File: config.mk
export PLATFORM = sky130hd
export DESIGN_NAME = bht_gshare
export DESIGN_NICKNAME = d
export VERILOG_FILES = /design/src/rtl/bht_pkg.sv /design/src/rtl/bht_sat_ctr_array.sv /design/src/rtl/bht_gshare.sv
export SDC_FILE = /design/constraint.sdc
export NUM_CORES = 2
export LEC_CHECK = 0
export BUFFER_PORTS_ARGS = -buffer_cell sky130_fd_sc_hd__buf_2
export CAP_MARGIN = 10
export CORE_ASPECT_RATIO = 1.2
export CORE_UTILIZATION = 40
export CTS_CLUSTER_DIAMETER = 200
export CTS_CLUSTER_SIZE = 10
export DETAILED_ROUTE_END_ITERATION = 6
export GPL_ROUTABILITY_DRIVEN = 0
export HOLD_SLACK_MARGIN = 0.08
export SETUP_SLACK_MARGIN = 0.05
export SYNTH_ARGS = -nofsm -noshare
export SYNTH_HDL_FRONTEND = slang
export SYNTH_SLANG_ARGS = --single-unit
File: constraint.sdc
create_clock -name clk -period 65.1 [get_ports clk]
set_input_delay 13.02 -clock clk [delete_from_list [all_inputs] [get_ports clk]]
set_output_delay 13.02 -clock clk [all_outputs]
set_load 0.01 [all_outputs]
File: src/rtl/bht_pkg.sv
// -----------------------------------------------------------------------------
// bht_pkg
// Shared helpers for the gshare branch history table:
//   - weak-taken / weak-not-taken counter encodings for an arbitrary width
//   - saturating increment / decrement
//   - table index hash (PC word bits, optionally XOR-ed with global history)
// Functions work on 32-bit containers; callers size-cast the result to the
// width they need, so any CTR_BITS / INDEX_BITS up to 32 is supported.
// -----------------------------------------------------------------------------
package bht_pkg;

    // Mask with the low w bits set.
    function automatic logic [31:0] low_mask(input int unsigned w);
        return (w >= 32'd32) ? 32'hFFFF_FFFF : ((32'd1 << w) - 32'd1);
    endfunction

    // Weakly taken: MSB set, remaining bits clear.
    function automatic logic [31:0] ctr_weak_taken(input int unsigned w);
        return 32'd1 << (w - 32'd1);
    endfunction

    // Weakly not-taken: MSB clear, remaining bits set.
    function automatic logic [31:0] ctr_weak_not_taken(input int unsigned w);
        return (32'd1 << (w - 32'd1)) - 32'd1;
    endfunction

    // Increment, saturating at all-ones for a w-bit counter.
    function automatic logic [31:0] sat_inc(input logic [31:0] c, input int unsigned w);
        return (c == low_mask(w)) ? c : (c + 32'd1);
    endfunction

    // Decrement, saturating at zero.
    function automatic logic [31:0] sat_dec(input logic [31:0] c);
        return (c == 32'd0) ? c : (c - 32'd1);
    endfunction

    // Table index: PC word-address bits, XOR-ed with history when gshare is on.
    // The byte-offset bits [1:0] are always dropped.
    function automatic logic [31:0] bht_hash(input logic [31:0] pc,
                                             input logic [31:0] hist,
                                             input int unsigned idx_bits,
                                             input bit          use_gshare);
        logic [31:0] base;
        base = (pc >> 2) & low_mask(idx_bits);
        return use_gshare ? (base ^ (hist & low_mask(idx_bits))) : base;
    endfunction

endpackage

File: src/rtl/bht_sat_ctr_array.sv
// -----------------------------------------------------------------------------
// bht_sat_ctr_array
// Valid bits plus saturating counters, 2**INDEX_BITS entries.
//   clk, rst        : clock, asynchronous active-high clear of all entries
//   rd_idx          : combinational read index
//   rd_valid/rd_ctr : entry state at rd_idx (pre-write, no bypass)
//   wr_en/wr_idx    : train the entry at wr_idx on the rising edge
//   wr_taken        : resolved outcome; a cold entry is seeded weak-taken or
//                     weak-not-taken, a warm entry steps up or down saturating
// -----------------------------------------------------------------------------
module bht_sat_ctr_array
    import bht_pkg::*;
#(
    parameter int unsigned INDEX_BITS = 8,
    parameter int unsigned CTR_BITS   = 2
) (
    input  logic                  clk,
    input  logic                  rst,
    input  logic [INDEX_BITS-1:0] rd_idx,
    output logic                  rd_valid,
    output logic [CTR_BITS-1:0]   rd_ctr,
    input  logic                  wr_en,
    input  logic [INDEX_BITS-1:0] wr_idx,
    input  logic                  wr_taken
);

    localparam int unsigned ENTRIES = 32'd1 << INDEX_BITS;

    logic [ENTRIES-1:0]  valid_r;
    logic [CTR_BITS-1:0] ctr_r [ENTRIES];
    logic [CTR_BITS-1:0] next_ctr_s;

    assign rd_valid = valid_r[rd_idx];
    assign rd_ctr   = ctr_r[rd_idx];

    // Next counter value for the entry being trained.
    always_comb begin
        next_ctr_s = ctr_r[wr_idx];
        if (!valid_r[wr_idx]) begin
            next_ctr_s = wr_taken ? CTR_BITS'(ctr_weak_taken(CTR_BITS))
                                  : CTR_BITS'(ctr_weak_not_taken(CTR_BITS));
        end else if (wr_taken) begin
            next_ctr_s = CTR_BITS'(sat_inc(32'(ctr_r[wr_idx]), CTR_BITS));
        end else begin
            next_ctr_s = CTR_BITS'(sat_dec(32'(ctr_r[wr_idx])));
        end
    end

    // Entry storage with asynchronous clear.
    always_ff @(posedge clk or posedge rst) begin
        if (rst) begin
            valid_r <= '0;
            for (int i = 0; i < int'(ENTRIES); i++) begin
                ctr_r[i] <= '0;
            end
        end else if (wr_en) begin
            valid_r[wr_idx] <= 1'b1;
            ctr_r[wr_idx]   <= next_ctr_s;
        end else begin
            valid_r <= valid_r;
        end
    end

endmodule

File: src/rtl/bht_gshare.sv
// -----------------------------------------------------------------------------
// bht_gshare
// Branch predictor with optional gshare indexing, speculative global history
// and resolve-time training.
//   clk, rst       : clock, asynchronous active-high reset
//   lu_*           : decode-stage lookup; lu_taken/lu_ctr/lu_hit/lu_ghr are
//                    combinational from the current table and history
//   up_*           : execute-stage resolve; trains the counter indexed with the
//                    history snapshot that travelled with the branch, and
//                    repairs the history on a mispredict
//   ghr            : current speculative global history
//   br_cnt/mis_cnt : resolved branch and mispredict counts (wrap at 2**32)
// -----------------------------------------------------------------------------
module bht_gshare
    import bht_pkg::*;
#(
    parameter int unsigned INDEX_BITS = 8,
    parameter int unsigned CTR_BITS   = 2,
    parameter int unsigned GHR_BITS   = 8,
    parameter bit          USE_GSHARE = 1'b1,
    parameter bit          COLD_BTFN  = 1'b1
) (
    input  logic                clk,
    input  logic                rst,
    input  logic                lu_valid,
    input  logic [31:0]         lu_pc,
    input  logic                lu_backward,
    input  logic                lu_jump,
    output logic                lu_taken,
    output logic [CTR_BITS-1:0] lu_ctr,
    output logic                lu_hit,
    output logic [GHR_BITS-1:0] lu_ghr,
    input  logic                up_valid,
    input  logic [31:0]         up_pc,
    input  logic [GHR_BITS-1:0] up_ghr,
    input  logic                up_taken,
    input  logic                up_mispredict,
    output logic [GHR_BITS-1:0] ghr,
    output logic [31:0]         br_cnt,
    output logic [31:0]         mis_cnt
);

    logic [GHR_BITS-1:0]   ghr_r;
    logic [GHR_BITS-1:0]   ghr_next_s;
    logic [31:0]           br_cnt_r;
    logic [31:0]           mis_cnt_r;
    logic [INDEX_BITS-1:0] lu_idx_s;
    logic [INDEX_BITS-1:0] up_idx_s;
    logic                  rd_valid_s;
    logic [CTR_BITS-1:0]   rd_ctr_s;
    logic                  lu_taken_s;

    assign lu_idx_s = INDEX_BITS'(bht_hash(lu_pc, 32'(ghr_r),  INDEX_BITS, USE_GSHARE));
    assign up_idx_s = INDEX_BITS'(bht_hash(up_pc, 32'(up_ghr), INDEX_BITS, USE_GSHARE));

    bht_sat_ctr_array #(
        .INDEX_BITS (INDEX_BITS),
        .CTR_BITS   (CTR_BITS)
    ) u_array (
        .clk      (clk),
        .rst      (rst),
        .rd_idx   (lu_idx_s),
        .rd_valid (rd_valid_s),
        .rd_ctr   (rd_ctr_s),
        .wr_en    (up_valid),
        .wr_idx   (up_idx_s),
        .wr_taken (up_taken)
    );

    // Prediction: jumps always taken, warm entries use the counter MSB,
    // cold entries fall back to the static rule.
    always_comb begin
        lu_taken_s = 1'b0;
        if (lu_jump) begin
            lu_taken_s = 1'b1;
        end else if (rd_valid_s) begin
            lu_taken_s = rd_ctr_s[CTR_BITS-1];
        end else begin
            lu_taken_s = COLD_BTFN ? lu_backward : 1'b0;
        end
    end

    // History next state: mispredict repair beats the speculative shift.
    // The size cast drops the oldest bit, which also covers GHR_BITS = 1.
    always_comb begin
        ghr_next_s = ghr_r;
        if (up_valid && up_mispredict) begin
            ghr_next_s = GHR_BITS'({up_ghr, up_taken});
        end else if (lu_valid && !lu_jump) begin
            ghr_next_s = GHR_BITS'({ghr_r, lu_taken_s});
        end else begin
            ghr_next_s = ghr_r;
        end
    end

    // History and statistics registers.
    always_ff @(posedge clk or posedge rst) begin
        if (rst) begin
            ghr_r     <= '0;
            br_cnt_r  <= 32'd0;
            mis_cnt_r <= 32'd0;
        end else begin
            ghr_r <= ghr_next_s;
            if (up_valid) begin
                br_cnt_r  <= br_cnt_r + 32'd1;
                mis_cnt_r <= mis_cnt_r + (up_mispredict ? 32'd1 : 32'd0);
            end else begin
                br_cnt_r  <= br_cnt_r;
                mis_cnt_r <= mis_cnt_r;
            end
        end
    end

    assign lu_taken = lu_taken_s;
    assign lu_ctr   = rd_ctr_s;
    assign lu_hit   = rd_valid_s;
    assign lu_ghr   = ghr_r;
    assign ghr      = ghr_r;
    assign br_cnt   = br_cnt_r;
    assign mis_cnt  = mis_cnt_r;

endmodule

---- Word level (Yosys, flattened, before mapping) ----
Cells that the tools add are included.
storage, ports and cells
  register bits after elaboration ......... 840
  output and inout bits ................... 84
  word-level logic and storage cells ...... 308
operators by class
  add/sub/neg operators ................... 4
  $lt $le $gt $ge ......................... 6
  eq/ne operators ......................... 1
  mux-type cells .......................... 25
  bitwise gates (word level) .............. 5
  reduce and logical (&&, ||, !) cells .... 7
operator list
  kind                     count
  $bwmux W512              1
  $or A256 B256 Y256       1
  $add A32 B1 Y32          1
  $add A32 B1 Y32 const B  1
  $bmux W2 S8              2
  $mux W2                  10
  $ge A9 B9 Y1 const B     2
  $lt A8 B9 Y1 const B     2
  $not A8 Y9               2
  $bmux W1 S8              2
  $demux W2 S8             1
  $mux W8                  2
  $xor A8 B8 Y8            2
  $lt A9 B1 Y1 const B     1
  $demux W1 S8             1
  $ge A8 B1 Y1 const B     1
  $mux W1                  6
  $logic_and A1 B1 Y1      4
  $add A2 B1 Y2 const B    1
  $eq A2 B2 Y1 const B     1
  $logic_not A2 Y1         1
  $reduce_bool A2 Y1       1
  $sub A2 B1 Y2 const B    1
  $logic_not A1 Y1         1

---- Logic depth before layout (Yosys ltp) ----
  word-level depth ........................ 10
  gate-level depth with buffers ........... 17
  depth with buffers taken out ............ 9

---- Cells and area by module ----
Synthesis repeated with hierarchy kept, for this count alone.
second synthesis, totals
  cell total of the unflattened synthesis .. 3,993
  area, all modules ....................... 46,208.1 um^2
modules (own cells, without submodules)
  module             instances  cells each  area an instance (um^2)
  bht_sat_ctr_array  1          3,666       42,688.4
  bht_gshare         1          327         3,519.6

---- Worst setup path after synthesis ----
No wires, ideal clock.
  kind .................................... input to output
  start ................................... input port lu_pc[3]
  end ..................................... output port lu_ctr[0]
  data arrival time ....................... 15.945 ns
  data required time ...................... 52.080 ns
  slack ................................... 36.135 ns
  stages .................................. 7
  path buffers ............................ 2
  cells stage by stage .................... xor2_1 -> clkbuf_1 -> clkbuf_1 -> mux4_2 -> mux4_2 -> mux4_2 -> mux4_2
between the ends
  longest elaborated chain between the ends .. 5
ends and longest elaborated chain
  what                                         line                     RTL
  start, declared                              bht_gshare.sv:26         input logic [31:0] lu_pc,
  $xor A8 B8 Y8                                bht_pkg.sv:45            return use_gshare ? (base ^ (hist & low_mask(idx_bits))) : base;
  $not A8 Y9 (not written as such)             bht_sat_ctr_array.sv:34  assign rd_ctr = ctr_r[rd_idx];
  $bmux W2 S8                                  bht_sat_ctr_array.sv:34
  $mux W2 (not written as such) (2 in series)  bht_sat_ctr_array.sv:34
  end, declared                                bht_gshare.sv:30         output logic [CTR_BITS-1:0] lu_ctr,
Every way passes these cells. The select of a mux whose other input is x is not followed.

---- Final worst setup path ----
Ends and elaborated chain as after synthesis.

==> metrics.csv <==
stage,metric,value,unit
synthesis,ys_seq_elements,840,
synthesis,netlist_area,48400,um2
placed_design,dp_cells,6346,
sta,setup_viol,0,
die,rows,139,
synthesis,syn_area_per_cell,9.68,um2
critical_path,critPathKind,input port to output pin,
job,drv_cap,0,
synthesis,synth.distinct_cells,61,
sta,tightest_slew,1.15,ns
finish,multi_input_area,25600,um2
synthesis,yosys_most_used_dff,dfrtp_1,
die,placeableCoreArea,120000,um2
sta,timing.final.crit_share,48.2,%
grt,grt_use_total,30.1,%
drt,drc,0,
pwr,combPwrFrac,28.8,%
clock_network,cts-root-buf,clkbuf_16,
die,io_pins,164,
pwr,intPower,0.997,mW
synthesis,synth_top_area_cell,dfrtp_1,
sta,period_needed,31.41,ns
pwr,ir_drop,26.8,uV
synthesis,yosysSeqAreaShare,43.4,%
finish,drive_above_1_share,13.0,%
sta,rsz0062_at_grt,false,
pwr,p_leak,23.4,nW
pwr,p_total,1.58,mW
synthesis,synth_edf_count,0,
critical_path,cpMaxStageDelayCell,buf_4,
drt,final_antenna_net_count,0,
placed_design,place.port_buffers,115,
pwr,seq_power_share,41.3,%
clock_network,cts-resized-gates,0,
die,initial_core_util,40.4,%
pwr,netSwitchingPower,0.578,mW
finish,layout.nets,4973,
pwr,powerDensity,30.0,nW/um2
clock_network,cts_tree,built,
die,die-area,122000,um2
drt,wirelength,185,mm
clock_network,clock_path_buffers,3,
placed_design,dp_hpwl,110,mm
grt,antenna_found_initial,3,
sta,layout_setup_ws,33.69,ns
worst_hold_path,hold_class,flip-flop to flip-flop,
placed_design,pre_cts_ws,33.76,ns
sta,max_freq,31.8,MHz
drt,wire_per_inst,28.7,um
pwr,clock_power_share,29.9,%
critical_path,critical_path_arrival,18.39,ns
finish,fin_cells,6445,
critical_path,critPathRequiredTime,52.08,ns
critical_path,cp-start-kind,input port,
clock_network,cts_setup_buffers,0,
sta,maxSlewHeadroom,23.3,%
synthesis,synth_area_leaders,"dfrtp_1, mux4_2, mux2i_1",
run_status,status,completed,
critical_path,crit_path_cell_trace,buf_2 > xor2_4 > buf_4 > buf_4 > buf_4 > buf_4 > mux4_2 > mux4_2 > mux4_2 > mux4_2 > buf_2,
critical_path,slowest_delay,0.82,ns
grt,grt_pass1_vias,40300,
finish,finish.utilization,43.8,%
drt,num_vias,41800,
finish,fill_cells,11500,
finish,area_growth,8.52,%
sta,fin_skew,0.0488,ns
die,fp.dieH,383,um
clock_network,clk_pin_slew,0.05,ns
synthesis,syn-num-nets,5087,
clock_network,cts-buffers-inserted,93,
critical_path,cp_max_fo,48,
clock_network,cts-htree-levels,3,
finish,layout.area.seq,21000,um2
clock_network,cts_num_sinks,840,
drt,via_per_inst,6.48,
sta,final_hold_viol_count,0,
drt,first_pass_iters,6,
drt,drt_iter0_drc,4828,
clock_network,hold_buffers,0,
synthesis,yosysWarnings,0,
sta,drv_slew,0,
clock_network,clkLatencyLatePin,0.72,ns
synthesis,postSynth.asyncResetShare,100,%
synthesis,syn_inst,5004,
grt,grt-ovfl-total,0,
critical_path,cp-end-kind,output pin,
grt,grt_pass1_wl,276,mm
synthesis,synth_top_area_share,43.4,%
grt,grt_max_degree,192,
sta,tns,0,ns
die,die_w,320,um
pwr,switching_share,36.7,%
## final cells by class
cell class / count / area share, %
Antenna cell: 1 / 0.00476
Clock buffer: 94 / 4.48
Clock inverter: 4 / 0.107
Inverter: 8 / 0.0857
Multi-Input combinational cell: 3712 / 48.7
Sequential cell: 840 / 40.0
Tap cell: 1551 / 3.69
Timing Repair Buffer: 235 / 2.97
## critical path, delay by kind of cell
family                 cells  cell delay, ns
XOR/XNOR                   1            0.14
multiplexers               4            2.07
buffers and inverters      6            3.08
## final timing paths
kind / slack [ns] / end / cells after the start / start
max: 33.69 / lu_ctr[0] / 11 / lu_pc[3]
max reg2reg: 59.15 / ghr[0] / 12 / ghr[1]
max in group asynchronous: 50.15 / u_array.valid_r[5] / 4 / rst
min: 0.46 / br_cnt[31] / 1 / br_cnt[31]
min in group asynchronous: 12.48 / u_array.ctr_r[207] / 2 / rst
min reg2reg: 0.46 / br_cnt[31] / 1 / br_cnt[31]
## routing by layer
layer | vias up | global-route usage (%) | wire [um]
met4 | 2 | 19.5 | 13300
met3 | 601 | 6.98 | 18300
li1 | 18000 | - | -
met5 | - | 0 | 16
met2 | 2295 | 45.2 | 81900
met1 | 20800 | 39.0 | 71400
## power groups by stage
| stage | Sequential [mW] | Combinational, mW | Clock (mW) |
|---|---|---|---|
| 2_1_floorplan | 0.639 | 0.305 | 0 |
| 3_3_place_gp | 0.653 | 0.440 | 0 |
| 3_5_place_dp | 0.655 | 0.445 | 0 |
| 4_1_cts | 0.647 | 0.445 | 0.477 |
| 5_1_grt | 0.657 | 0.477 | 0.494 |
| 6_report | 0.650 | 0.454 | 0.472 |
## through the flow
step	cell area [um2]	hold slack, ns
floorplan	48400	0.448
global placement	50100	0.456
detailed placement	50100	0.453
CTS	52500	0.464
global route	52500	0.482
finish	52500	0.459
## logic make-up after synthesis
family                     after synthesis  synth area share (%)
xor gates and xnor gates                92                  1.68
buffers and inverters                  452                  4.70
muxes                                  546                  16.7
DFF                                    840                  43.4
adders and majority gates                3                0.0775
AOI/OAI and AO/OA                     1068                  14.0
and+or+nand+nor                       2003                  19.5
## placed cells by master, fill, tap and decap left out, types with 10 or more instances in the layout
master / count
a41oi_1: 19
xor2_1: 27
nand3_1: 44
clkbuf_16: 94
nor2_2: 22
xnor2_1: 52
nand2_1: 789
nand4_1: 37
buf_2: 114
o21ai_0: 27
nor2_4: 17
nor3_1: 256
and3_1: 250
mux2i_1: 333
dfrtp_1: 840
a211oi_1: 240
nand2b_1: 258
a21oi_1: 256
o41ai_1: 23
a22oi_1: 12
o22ai_1: 136
nor2_1: 277
nor4_1: 10
buf_4: 114
o31ai_2: 10
a32oi_1: 64
mux4_2: 207
o21ai_1: 240
## cells in the mapped netlist, drive strengths merged (207+ instances only)
library cell and instances:
nand2b 258, a211oi 240, clkbuf 260, a21oi 257
nor2 316, dfrtp 840, mux4 207, o21ai 267
and3 250, mux2i 333, nor3 264, nand2 790
## sequential cells by signal, summed over array words and instances (netlist names)
| name | count |
|---|---|
| br_cnt | 32 |
| ghr | 8 |
| mis_cnt | 32 |
| u_array.ctr_r | 512 |
| u_array.valid_r | 256 |
No activity file was read; power rests on OpenSTA's default activity.
